===== config.mk =====
export PLATFORM = sky130hd
export DESIGN_NAME = cam_downsampler
export DESIGN_NICKNAME = d
export VERILOG_FILES = /design/src/rtl/cam_downsampler.sv
export SDC_FILE = /design/constraint.sdc
export NUM_CORES = 1
export LEC_CHECK = 0
export ABC_CLOCK_PERIOD_IN_PS = 3660
export CAP_MARGIN = 10
export CORE_MARGIN = 2
export CORE_UTILIZATION = 40
export CTS_BUF_LIST = sky130_fd_sc_hd__clkbuf_16
export DETAILED_ROUTE_END_ITERATION = 6
export DONT_BUFFER_PORTS = 1
export HOLD_SLACK_MARGIN = 0.12
export PLACE_DENSITY = 0.53
export SLEW_MARGIN = 20
export SYNTH_ARGS = -nofsm -noshare
export SYNTH_HDL_FRONTEND = slang
export SYNTH_SLANG_ARGS = --single-unit

===== constraint.sdc =====
create_clock -name CLK -period 3.66 [get_ports CLK]
set_input_delay 0.549 -clock CLK [delete_from_list [all_inputs] [get_ports CLK]]
set_output_delay 0.549 -clock CLK [all_outputs]
set_load 0.01 [all_outputs]

===== src/rtl/cam_downsampler.sv =====
// cam_downsampler: OV7670 RGB565 capture packed to RGB332 frame buffer writes; define TEST_PATTERN_EN for colour bars
module cam_downsampler #(
  parameter int SCREEN_WIDTH  = 176,
  parameter int SCREEN_HEIGHT = 144,
  parameter int ADDR_W        = 15
) (
  input  logic              CLK,
  input  logic              RESET,
  input  logic [7:0]        CAM_DATA,
  input  logic              CAM_HREF,
  input  logic              CAM_VSYNC,
  output logic [7:0]        PIXEL_OUT,
  output logic [ADDR_W-1:0] W_ADDR,
  output logic              W_EN,
  output logic [9:0]        X_ADDR,
  output logic [9:0]        Y_ADDR,
  output logic              FRAME_DONE
);
  localparam logic [1:0] SYNC = 2'd0;
  localparam logic [1:0] IDLE = 2'd1;
  localparam logic [1:0] LINE = 2'd2;
  localparam logic [9:0] W10 = 10'(SCREEN_WIDTH);
  localparam logic [9:0] H10 = 10'(SCREEN_HEIGHT);
  localparam logic [9:0] SAT = 10'd1023;
  localparam logic [ADDR_W-1:0] ROW_STEP = ADDR_W'(SCREEN_WIDTH);
  logic [1:0] state;
  logic href_q, vsync_q, phase, wrote;
  logic [9:0] x, y;
  logic [ADDR_W-1:0] row_base;
  logic vsync_rise, vsync_fall, href_fall, capture, in_bounds;
  logic [7:0] pixel;
  assign vsync_rise = CAM_VSYNC & ~vsync_q;
  assign vsync_fall = ~CAM_VSYNC & vsync_q;
  assign href_fall  = ~CAM_HREF & href_q;
  assign capture    = state != SYNC && CAM_HREF && !vsync_rise;
  assign in_bounds  = x < W10 && y < H10;
`ifdef TEST_PATTERN_EN
  assign pixel = y < 10'd48 ? 8'hE0 : y < 10'd96 ? 8'h1C : 8'h03;
`else
  logic [5:0] hi;
  assign pixel = {hi, CAM_DATA[4:3]};
  // first byte of a pixel keeps only the bits that survive RGB332 packing
  always_ff @(posedge CLK) begin
    if (RESET) hi <= '0;
    else if (capture && !phase) hi <= {CAM_DATA[7:5], CAM_DATA[2:0]};
  end
`endif
  // frame/line sequencing, pixel counting and the registered write port
  always_ff @(posedge CLK) begin
    if (RESET) begin
      state <= SYNC;
      href_q <= 1'b0;
      vsync_q <= 1'b0;
      phase <= 1'b0;
      wrote <= 1'b0;
      x <= '0;
      y <= '0;
      row_base <= '0;
      PIXEL_OUT <= '0;
      W_ADDR <= '0;
      W_EN <= 1'b0;
      X_ADDR <= '0;
      Y_ADDR <= '0;
      FRAME_DONE <= 1'b0;
    end else begin
      href_q <= CAM_HREF;
      vsync_q <= CAM_VSYNC;
      W_EN <= 1'b0;
      FRAME_DONE <= 1'b0;
      if (state == SYNC) begin
        if (vsync_fall) state <= IDLE;
      end else if (vsync_rise) begin
        FRAME_DONE <= wrote;
        wrote <= 1'b0;
        x <= '0;
        y <= '0;
        row_base <= '0;
        phase <= 1'b0;
        state <= IDLE;
      end else if (state == LINE && href_fall) begin
        x <= '0;
        phase <= 1'b0;
        state <= IDLE;
        if (y != SAT) y <= y + 10'd1;
        if (y < H10) row_base <= row_base + ROW_STEP;
      end else if (capture) begin
        state <= LINE;
        phase <= ~phase;
        if (phase) begin
          if (x != SAT) x <= x + 10'd1;
          if (in_bounds) begin
            W_EN <= 1'b1;
            PIXEL_OUT <= pixel;
            W_ADDR <= row_base + ADDR_W'(x);
            X_ADDR <= x;
            Y_ADDR <= y;
            wrote <= 1'b1;
          end
        end
      end
    end
  end
endmodule


* Word-level counts from Yosys, hierarchy flattened
Cells that the tools add are included.
** Storage, ports and cells
- Flip-flop bits (word level) :: 92
- Output and inout bits :: 45
- Logic and storage cells :: 90
** Cells by class
- Add/sub/neg operators :: 4
- $lt $le $gt $ge :: 2
- Equality and inequality tests :: 5
- Multiplexer cells :: 25
- Bitwise logic cells :: 11
- Reduce and logical (&&, ||, !) cells :: 28
** Operators with widths (number)
- $mux 10 :: 8
- $mux 15 :: 3
- $add 10x1->10 const B :: 2
- $lt 10x8->1 const B :: 2
- $ne 10x10->1 const B :: 2
- $add 15x10->15 :: 1
- $add 15x8->15 const B :: 1
- $reduce_bool 2->1 :: 7
- $mux 2 :: 5
- $mux 1 :: 9
- $reduce_bool 3->1 :: 3
- $not 1->1 :: 8
- $reduce_and 3->1 :: 2
- $reduce_and 6->1 :: 1
- $reduce_or 6->1 :: 1
- $logic_and 1x1->1 :: 5
- $reduce_and 5->1 :: 1
- $ne 2x2->1 const B :: 2
- $reduce_and 2->1 :: 2
- $reduce_and 4->1 :: 1
- $reduce_bool 4->1 :: 1
- $and 1x1->1 :: 3
- $reduce_or 3->1 :: 1
- $eq 2x2->1 const B :: 1
- 2 further kinds :: 3

* Logic depth before layout (Yosys ltp)
Gate-level depths: netlist of run 1.
- Depth in word-level cells :: 8
- Mapped depth :: 8
- Gate-level depth less buffers :: 7

* Least setup slack after synthesis of run 1
No wires, ideal clock.
- Path type :: input-to-reg
- From :: input CAM_VSYNC
- To :: register PIXEL_OUT[2]
- Setup time :: 128 ps
- Data arrival time :: 1835 ps
- Data required time :: 3532 ps
- Setup slack :: 1697 ps
- Cell stages on the path :: 8
- Buffers on the path :: 3
- Path through :: nand2b_1 buf_2 nand4_1 nor4_1 buf_4 buf_6 mux2i_1 nor2_1
** On the way
- Word-level cells in the longest chain between the ends :: 4
- Elaborated cells on any way between the ends :: 5
- Classes of those cells :: bitwise (2); reduce/logical (3)
** RTL lines
- from (decl) :: RTL line 11 : input logic CAM_VSYNC,
- $and 1x1->1 * :: RTL line 32 : assign vsync_rise = CAM_VSYNC & ~vsync_q;
- $logic_not 1->1 :: RTL line 35 : assign capture = state != SYNC && CAM_HREF && !vsync_rise;
- $logic_and 1x1->1 :: RTL line 35
- $reduce_and 6->1 (no source line) *
- to (signal assigned) :: RTL line 93 : PIXEL_OUT <= pixel;
- to (decl) :: RTL line 12 : output logic [7:0] PIXEL_OUT,
Every way passes the cells marked *; elsewhere a longest branch is shown, timed or not.
A chain may end at the register's enable or synchronous reset.

* Worst setup path after layout of run 1
- From :: register vsync_q
- To :: register W_ADDR[6]
** On the way
- Word-level cells in the longest chain between the ends :: 5
- Elaborated cells on any way between the ends :: 6
- Classes of those cells :: bitwise (3); reduce/logical (3)
** RTL lines
- from (decl) :: RTL line 27 : logic href_q, vsync_q, phase, wrote;
- from (signal assigned) :: RTL line 53 : vsync_q <= 1'b0;
- from (signal assigned) :: RTL line 67 : vsync_q <= CAM_VSYNC;
- $not 1->1 * :: RTL line 32
- $and 1x1->1 * :: RTL line 32
- $logic_not 1->1 :: RTL line 35
- $logic_and 1x1->1 :: RTL line 35
- $reduce_and 6->1 (no source line) *
- to (signal assigned) :: RTL line 94 : W_ADDR <= row_base + ADDR_W'(x);
- to (decl) :: RTL line 13 : output logic [ADDR_W-1:0] W_ADDR,
Marks and branches as above.

==> results_dict.tcl, run 1 <==
set metrics [dict create \
    status "complete, no violations" \
    finalSetupTns_ns 0 \
    seq_power_share_pct 53.3 \
    start_util_pct 40.6 \
    postPlaceCellArea_sq_mm 0.00395 \
    min_path_type "input port to flop" \
    path_clk_slew_ns 0.06 \
    cp-end-kind "flop" \
    synth_ff_type "dfxtp_1" \
    worstPathCellList "nand2b_1 -> nand4_1 -> nor4_2 -> buf_4 -> mux2i_1 -> nor2_1" \
    postRouteAntennaNets 0 \
    firstDrtPassIters 4 \
    fillers 983 \
    wl_per_cell_microns 14.4 \
    area_growth_pct 7.84 \
    diodes 0 \
    gr-total-overflow 0 \
    min_period_over_period_pct 65.6 \
    intPower_uw 1400 \
    ys_ff_latch 86 \
    finalInstanceArea_sq_mm 0.00420 \
    hpwl_microns 5280 \
    critPathKind "flop to flop" \
    synth_fp_nets 449 \
    ys_async_sr_fraction_pct 0 \
    clock_latency_ns 0.33 \
    slowest_delay_ns 0.47 \
    cp.arrival_ns 2.63 \
    antenna_found_initial 0 \
    fp-row-count 36 \
    clock_skew_ns 0.00402 \
    cts-resized-gates 0 \
    io_pins 57 \
    p_sw_uw 379 \
    syn_area_sq_mm 0.00389 \
    h-tree-depth 3 \
    crit_family "simple AND/OR/NAND/NOR gates" \
    postCtsHoldBufs 0 \
    avgSynthCellArea_sq_um 9.09 \
    drc_errors 0 \
    pwr-share-comb_pct 2.9 \
    grt_max_degree 65 \
    power.density_mw_per_mm2 424 \
    swShare_pct 21.3 \
    yosysUniqueCellTypes 51 \
    grt_pass1_wl_microns 13300 \
    clock-sinks 86 \
    grt_setup_unrepaired "false" \
    finalMaxSlewViolations 0 \
    cts.path.max_buffers 2 \
    numCtsBuffers 9 \
    drive_gt1_share_pct 5.98 \
    ys_seq_area_share_pct 44.2 \
    core_sq_mm 0.00959 \
    num_vias 2866 \
    final.setup.worst_slack_ns 1.26 \
    synth.area.top_cells "dfxtp_1 (44%), mux2i_1 (8.7%), nor2_1 (7.2%)" \
    final_hold_viol_count 0 \
    yosys_warnings 0 \
    die_x_microns 103 \
    worst_path_max_delay_cell "buf_4" \
    setup_viol 0 \
    cts_post_setup_buffers_inserted 0 \
    crit_fanout 29 \
    crit_buf_inv 1 \
    io_buffers 0 \
    fp.dieH_microns 103 \
    synth_edf_count 0 \
    yosys.area.top_type_share_pct 44.2 \
    pwr-share-clk_pct 43.9 \
    drv_cap 0 \
    tightest_slew_ns 0.886 \
    dr.first_iter.drc_count 91 \
    fin_nets 437 \
    leakage_uw 0.00144 \
    grt_pass1_vias 2773 \
    vias_per_cell 5.20 \
    crit_required_ns 3.89 \
    min_period_ns 2.40 \
    dieArea_sq_mm 0.0105 \
    start_kind "flop" \
    slew_headroom_pct 41.0 \
    finalWirelength_microns 7910 \
    fmax_mhz 416 \
    yosys.area.top_type "dfxtp_1" \
    placed_cells 537 \
    root_buffer "clkbuf_16" \
    postLayoutCoreUtil_pct 43.8 \
    track_usage_pct 16.4 \
    dp_slack_ns 1.11 \
    syn_inst 428 \
    cts_tree "yes" \
    fin_cells 551 \
    vdd_drop_max_mv 0.209 \
    place.gp.congestion 0.797 \
]
## cell families after synthesis
logic type               count (synthesis)  synth area share (%)
flip-flops                              86                  44.2
XOR/XNOR                                28                  6.30
AND/OR/NAND/NOR                        164                  19.9
adder cells (fa/ha/maj)                  9                  2.89
buffers and inverters                   36                  4.60
AO/OA/AOI/OAI                           71                  13.4
multiplexers                            34                  8.74
## power groups by stage
stage	Clock [uW]	Sequential, uW	Combinational (uW)
global route	844	950	58.5
CTS	811	949	51.4
floorplan	0	967	52.3
global placement	0	970	50.6
finish	781	949	51.3
detailed placement	0	970	51.2
## sequential cells by signal, summed over array words and instances, names as in the netlist
signal / flops
FRAME_DONE: 1
hi: 6
row_base: 11
X_ADDR: 8
state: 2
vsync_q: 1
y: 10
Y_ADDR: 10
href_q: 1
wrote: 1
W_EN: 1
PIXEL_OUT: 8
x: 10
W_ADDR: 15
phase: 1
## cell type report
type / count / area [sq um] / share of cell area [%]
repair buffers: 5 / 37.5 / 0.894
inverters: 8 / 30.0 / 0.715
multi-input cells: 306 / 2000 / 47.6
clock inverters: 4 / 18.8 / 0.447
well taps: 133 / 166 / 3.96
flip-flops and latches: 86 / 1720 / 41.0
clock buffers: 9 / 225 / 5.37
## Yosys cell counts (3+ instances only)
master,n
inv_1,8
o211ai_1,3
nand3_1,15
nand2b_1,5
nand2_1,21
nor4_1,6
mux2i_1,34
buf_4,3
a211oi_1,10
clkbuf_1,14
o21ai_0,12
buf_2,7
buf_6,3
and2_1,3
o2111ai_1,6
nor3b_1,7
xor2_1,9
nor3_1,11
nand4_1,5
nor2b_1,7
nor2_1,75
dfxtp_1,86
ha_1,9
xnor2_1,19
a21oi_1,20
## worst register-to-register path, cell delays in order (launching register included)
cell and delay [ns]:
dfxtp_1 0.33, nand2b_1 0.35, nand4_1 0.42, nor4_2 0.39, buf_4 0.47, mux2i_1 0.28
nor2_1 0.05
## placed cells by master, fill, tap and decap left out, types with 2 or more instances in the layout
| cell | instances |
|---|---|
| nor4_1 | 5 |
| o21bai_1 | 2 |
| mux2i_1 | 34 |
| a211oi_1 | 10 |
| nor2_1 | 75 |
| o21ai_0 | 12 |
| o21a_1 | 2 |
| or3_1 | 2 |
| nand2b_1 | 5 |
| ha_1 | 9 |
| nand4_1 | 5 |
| dfxtp_1 | 86 |
| and3_1 | 2 |
| xor2_1 | 9 |
| and2_1 | 3 |
| a21oi_1 | 20 |
| nand2_1 | 21 |
| nor3_1 | 11 |
| nand3_1 | 15 |
| nor3b_1 | 7 |
| nor2b_1 | 7 |
| inv_1 | 9 |
| xnor2_1 | 19 |
| o211ai_1 | 3 |
| buf_4 | 4 |
| clkbuf_16 | 9 |
| o2111ai_1 | 6 |
| clkinv_2 | 3 |
## path summary, 6_finish.rpt
check               start   endpoint  slack (ns)  depth (start not counted)
setup / recovery  vsync_q  W_ADDR[6]        1.26                          6
hold / removal      RESET      hi[2]        0.28                          1
setup reg to reg  vsync_q  W_ADDR[6]        1.26                          6
hold reg to reg     wrote      wrote        0.47                          2
## metrics by stage
stage / power (uW) / hold slack, ns
after global placement: 1020 / 0.458
after detailed placement: 1020 / 0.463
after global routing: 1850 / 0.261
after floorplan: 1020 / 0.429
after CTS: 1810 / 0.267
final: 1780 / 0.278
## per-layer routing
| layer | up-vias | wire length [microns] | GRT usage [%] |
|---|---|---|---|
| li1 | 1475 | - | - |
| met1 | 1325 | 3980 | 21.2 |
| met2 | 58 | 3430 | 25.2 |
| met3 | 8 | 414 | 4.88 |
| met4 | 0 | 87 | 7.38 |
| met5 | - | 0 | 0 |
(Power assumes the default switching activity.)
==> run 2: changes to the inputs <==
Settings changed: ABC_CLOCK_PERIOD_IN_PS 3660 to 2500.
Clock period 3.66 ns to 2.5 ns, I/O delays scaled along.
==> results_dict.tcl, run 2 (synthesis results as in run 1) <==
set metrics [dict create \
    status "complete, no violations" \
    largest_reg_flops 15 \
    postPlaceCellArea_sq_mm 0.00400 \
    fp.dieH_microns 103 \
    cts-resized-gates 0 \
    cts_post_setup_buffers_inserted 0 \
    track_usage_pct 16.5 \
    antenna_found_initial 0 \
    core_sq_mm 0.00959 \
    cts_tree "yes" \
    finalWirelength_microns 8070 \
    h-tree-depth 3 \
    io_buffers 0 \
    clock-sinks 86 \
    drc_errors 0 \
    finalMaxSlewViolations 0 \
    min_period_over_period_pct 83.5 \
    gr-total-overflow 0 \
    worstPathCellList "ha_1 -> a211oi_1 -> o21ai_0 -> nand3_1 -> xor2_1 -> a211oi_1" \
    tightest_slew_ns 0.532 \
    final_cell_mix "dfxtp_1 (86), nor2_1 (75), mux2i_1 (34)" \
    cp-end-kind "flop" \
    clock_latency_ns 0.33 \
    path_clk_slew_ns 0.07 \
    fin_nets 443 \
    crit_top_cell "a211oi_1" \
    numCtsBuffers 9 \
    finalSetupTns_ns 0 \
    firstDrtPassIters 4 \
    dr.first_iter.drc_count 125 \
    grt_max_degree 58 \
    min_period_ns 2.09 \
    die_x_microns 103 \
    io_pins 57 \
    setup_viol 0 \
    fmax_mhz 479 \
    final_hold_viol_count 0 \
    postRouteAntennaNets 0 \
    num_vias 2893 \
    start_kind "flop" \
    finalInstanceArea_sq_mm 0.00435 \
    whs_ns 0.136 \
    root_buffer "clkbuf_16" \
    dieArea_sq_mm 0.0105 \
    fillers 938 \
    vdd_drop_max_mv 0.348 \
    reg_top3 "W_ADDR x15, row_base x11" \
    hpwl_microns 5480 \
    clock_skew_ns 0.00946 \
    place.gp.congestion 0.830 \
    critPathKind "flop to flop" \
    min_path_type "input port to flop" \
    leakage_uw 0.00150 \
    power.density_mw_per_mm2 668 \
    grt_setup_unrepaired "false" \
    slew_headroom_pct 64.5 \
    grt_pass1_wl_microns 13700 \
    crit_required_ns 2.74 \
    largest_register "W_ADDR" \
    postCtsHoldBufs 1 \
    diodes 0 \
    crit_fanout 9 \
    postLayoutCoreUtil_pct 45.4 \
    fp-row-count 36 \
    slowest_delay_ns 0.51 \
    grt_pass1_vias 2793 \
    drv_cap 0 \
    cts.path.max_buffers 2 \
    wl_per_cell_microns 14.4 \
    layout_commonest_cell "dfxtp_1" \
    vias_per_cell 5.17 \
    drive_gt1_share_pct 8.20 \
    start_util_pct 40.6 \
    worst_path_max_delay_cell "dfxtp_1" \
    area_growth_pct 11.8 \
    cp.arrival_ns 2.33 \
]
[run 2: through the flow]
stage          std cells  power (uW)  setup slack, ns
2_1_floorplan        428        1490            0.627
3_3_place_gp         543        1500            0.458
3_5_place_dp         543        1500            0.415
4_1_cts              560        2960            0.374
5_1_grt              560        3030            0.121
6_report             560        2910            0.412
[run 2: routing by layer]
layer / share of wire (%) / up-vias / track usage (%)
met3: 5.5 / 8 / 4.07
met5: 0 / - / 0
met4: 1.3 / 0 / 6.36
li1: - / 1490 / -
met1: 50 / 1338 / 22.2
met2: 43 / 57 / 25.6
[run 2: worst max-delay path, delay by kind of cell (launching register included)]
kind / cells / cell delay [ns]
and+or+nand+nor: 1 / 0.19
adders and majority gates: 1 / 0.33
AOI/OAI and AO/OA: 3 / 0.89
xor gates and xnor gates: 1 / 0.08
DFF: 1 / 0.51
[run 2: final timing paths]
kind / start / end / slack, ns / cells after the start
min: RESET / FRAME_DONE / 0.14 / 1
min reg2reg: wrote / wrote / 0.48 / 2
max reg2reg: x[5] / W_ADDR[11] / 0.41 / 6
max: x[5] / W_ADDR[11] / 0.41 / 6
[run 2: cell type report]
| type | instances | area, sq um | area share (%) |
|---|---|---|---|
| sequential | 86 | 1720 | 39.6 |
| inverter | 8 | 30.0 | 0.690 |
| tap | 133 | 166 | 3.82 |
| clock buffer | 9 | 225 | 5.17 |
| multi-input combinational | 306 | 2000 | 45.9 |
| timing repair buffer | 11 | 115 | 2.64 |
| clock inverter | 7 | 96.3 | 2.21 |
[run 2: power by group]
| part | internal, uW | switching, uW |
|---|---|---|
| logic | 36.4 | 63.3 |
| registers | 1380 | 10.1 |
| clock network | 876 | 545 |
| total | 2290 | 618 |
==> run 3: changes to the inputs <==
Settings changed: ABC_CLOCK_PERIOD_IN_PS 2500 to 2100.
Clock period 2.5 ns to 2.1 ns, I/O delays scaled along.
==> results_dict.tcl, run 3 (synthesis results as in run 1) <==
set metrics [dict create \
    critPathKind "flop to flop" \
    r2r-end "X_ADDR[3]" \
    seq_power_share_pct 47.5 \
    leakage_uw 0.00155 \
    wl_per_cell_microns 14.0 \
    area_growth_pct 14.2 \
    tightest_slew_ns 0.821 \
    place.gp.congestion 0.774 \
    pwr-share-clk_pct 48.9 \
    cts_tree "yes" \
    min_period_over_period_pct 88.3 \
    min_period_ns 1.86 \
    dieArea_sq_mm 0.0105 \
    start_kind "flop" \
    crit_family "simple AND/OR/NAND/NOR gates" \
    grt_setup_unrepaired "false" \
    status "complete, no violations" \
    layout_commonest_cell "dfxtp_1" \
    diodes 0 \
    path_clk_slew_ns 0.06 \
    reg2regPathDepth 5 \
    dr.first_iter.drc_count 82 \
    crit_start "y[4]" \
    worstPathCellList "o31ai_1 -> nand2_1 -> or3_1 -> o21ai_0 -> a21oi_1" \
    numCtsBuffers 9 \
    critical_path.endpoint "X_ADDR[3]" \
    fin_nets 452 \
    min_path_type "input port to flop" \
    pwr-share-comb_pct 3.7 \
    start_util_pct 40.6 \
    cp-end-kind "flop" \
    slew_headroom_pct 45.3 \
    finalWirelength_microns 7950 \
    grt_pass1_wl_microns 13300 \
    cts.path.max_buffers 2 \
    p_sw_uw 749 \
    fp-row-count 36 \
    core_sq_mm 0.00959 \
    vias_per_cell 5.16 \
    antenna_found_initial 0 \
    io_buffers 0 \
    reg_top3 "W_ADDR x15, row_base x11" \
    vdd_drop_max_mv 0.375 \
    slowest_delay_ns 0.52 \
    gr-total-overflow 0 \
    h-tree-depth 3 \
    setup_viol 0 \
    drc_errors 0 \
    dp_slack_ns 0.0893 \
    postRouteAntennaNets 0 \
    grt_max_degree 59 \
    intPower_uw 2730 \
    worst_path_max_delay_cell "or3_1" \
    num_vias 2938 \
    crit_buf_inv 0 \
    fmax_mhz 539 \
    io_pins 57 \
    grt_pass1_vias 2786 \
    finalMaxSlewViolations 0 \
    cp.arrival_ns 2.08 \
    final_hold_viol_count 0 \
    hpwl_microns 5500 \
    power.density_mw_per_mm2 783 \
    fp.dieH_microns 103 \
    clock_skew_ns 0.00719 \
    track_usage_pct 16.1 \
    worst-path-stages 5 \
    root_buffer "clkbuf_16" \
    clock-sinks 86 \
    firstDrtPassIters 5 \
    crit_fanout 6 \
    largest_reg_flops 15 \
    cts_post_setup_buffers_inserted 0 \
    crit_required_ns 2.32 \
    finalSetupTns_ns 0 \
    largest_register "W_ADDR" \
    clock_latency_ns 0.34 \
    drv_cap 0 \
    final.setup.worst_slack_ns 0.245 \
    final_cell_mix "dfxtp_1 (86), nor2_1 (75), mux2i_1 (34)" \
    swShare_pct 21.5 \
    drive_gt1_share_pct 9.86 \
    die_x_microns 103 \
    r2r_slack_ns 0.24 \
    r2r-start "y[4]" \
]
## run 3: worst min-delay path by stage
stage | from | to | slack (ns) | depth (start not counted)
floorplan | wrote | wrote | 0.43 | 2
global placement | RESET | row_base[5] | 0.39 | 1
detailed placement | RESET | row_base[5] | 0.39 | 1
CTS | CAM_DATA[2] | hi[2] | 0.12 | 2
global route | CAM_DATA[1] | hi[1] | 0.13 | 2
finish | CAM_DATA[2] | hi[2] | 0.13 | 2
## run 3: what timing repair did
action	4_1_cts	5_1_grt
hold buffers	3	0
gates resized for setup	0	8
hold endpoints to repair	58	0
setup endpoints to repair	0	34
## run 3: power groups by stage
stage | clock network (uW) | logic, uW | registers (uW)
global placement | 0 | 99.7 | 1690
CTS | 1750 | 126 | 1650
floorplan | 0 | 91.2 | 1680
global route | 1830 | 142 | 1650
detailed placement | 0 | 100 | 1690
finish | 1700 | 127 | 1650
## run 3: area by class of cell
cell class	instances	area [sq um]
Inverter	8	30.0
Clock inverter	7	93.8
Sequential cell	86	1720
Tap cell	133	166
Fill cell	929	5150
Multi-Input combinational cell	306	2020
Timing Repair Buffer	20	186
Clock buffer	9	225
## run 3: through the flow
step | total power [uW] | utilization (%) | hold WS [ns] | area [sq um] | instances
2_1_floorplan | 1780 | - | 0.429 | 3890 | 428
3_3_place_gp | 1790 | 42.1 | 0.392 | 4040 | 550
3_5_place_dp | 1790 | 42.1 | 0.393 | 4040 | 550
4_1_cts | 3530 | 46.0 | 0.120 | 4410 | 569
5_1_grt | 3620 | 46.3 | 0.134 | 4450 | 569
6_report | 3480 | 46.3 | 0.127 | 4450 | 569
## run 3: per-layer routing
metal / share of wire (%) / routed length, microns / global-route usage (%) / vias up
met1: 49 / 3860 / 20.5 / 1362
li1: - / - / - / 1508
met2: 45 / 3540 / 25.8 / 59
met4: 1.6 / 131 / 5.85 / 0
met5: 0 / 0 / 0 / -
met3: 5.3 / 418 / 5.02 / 9
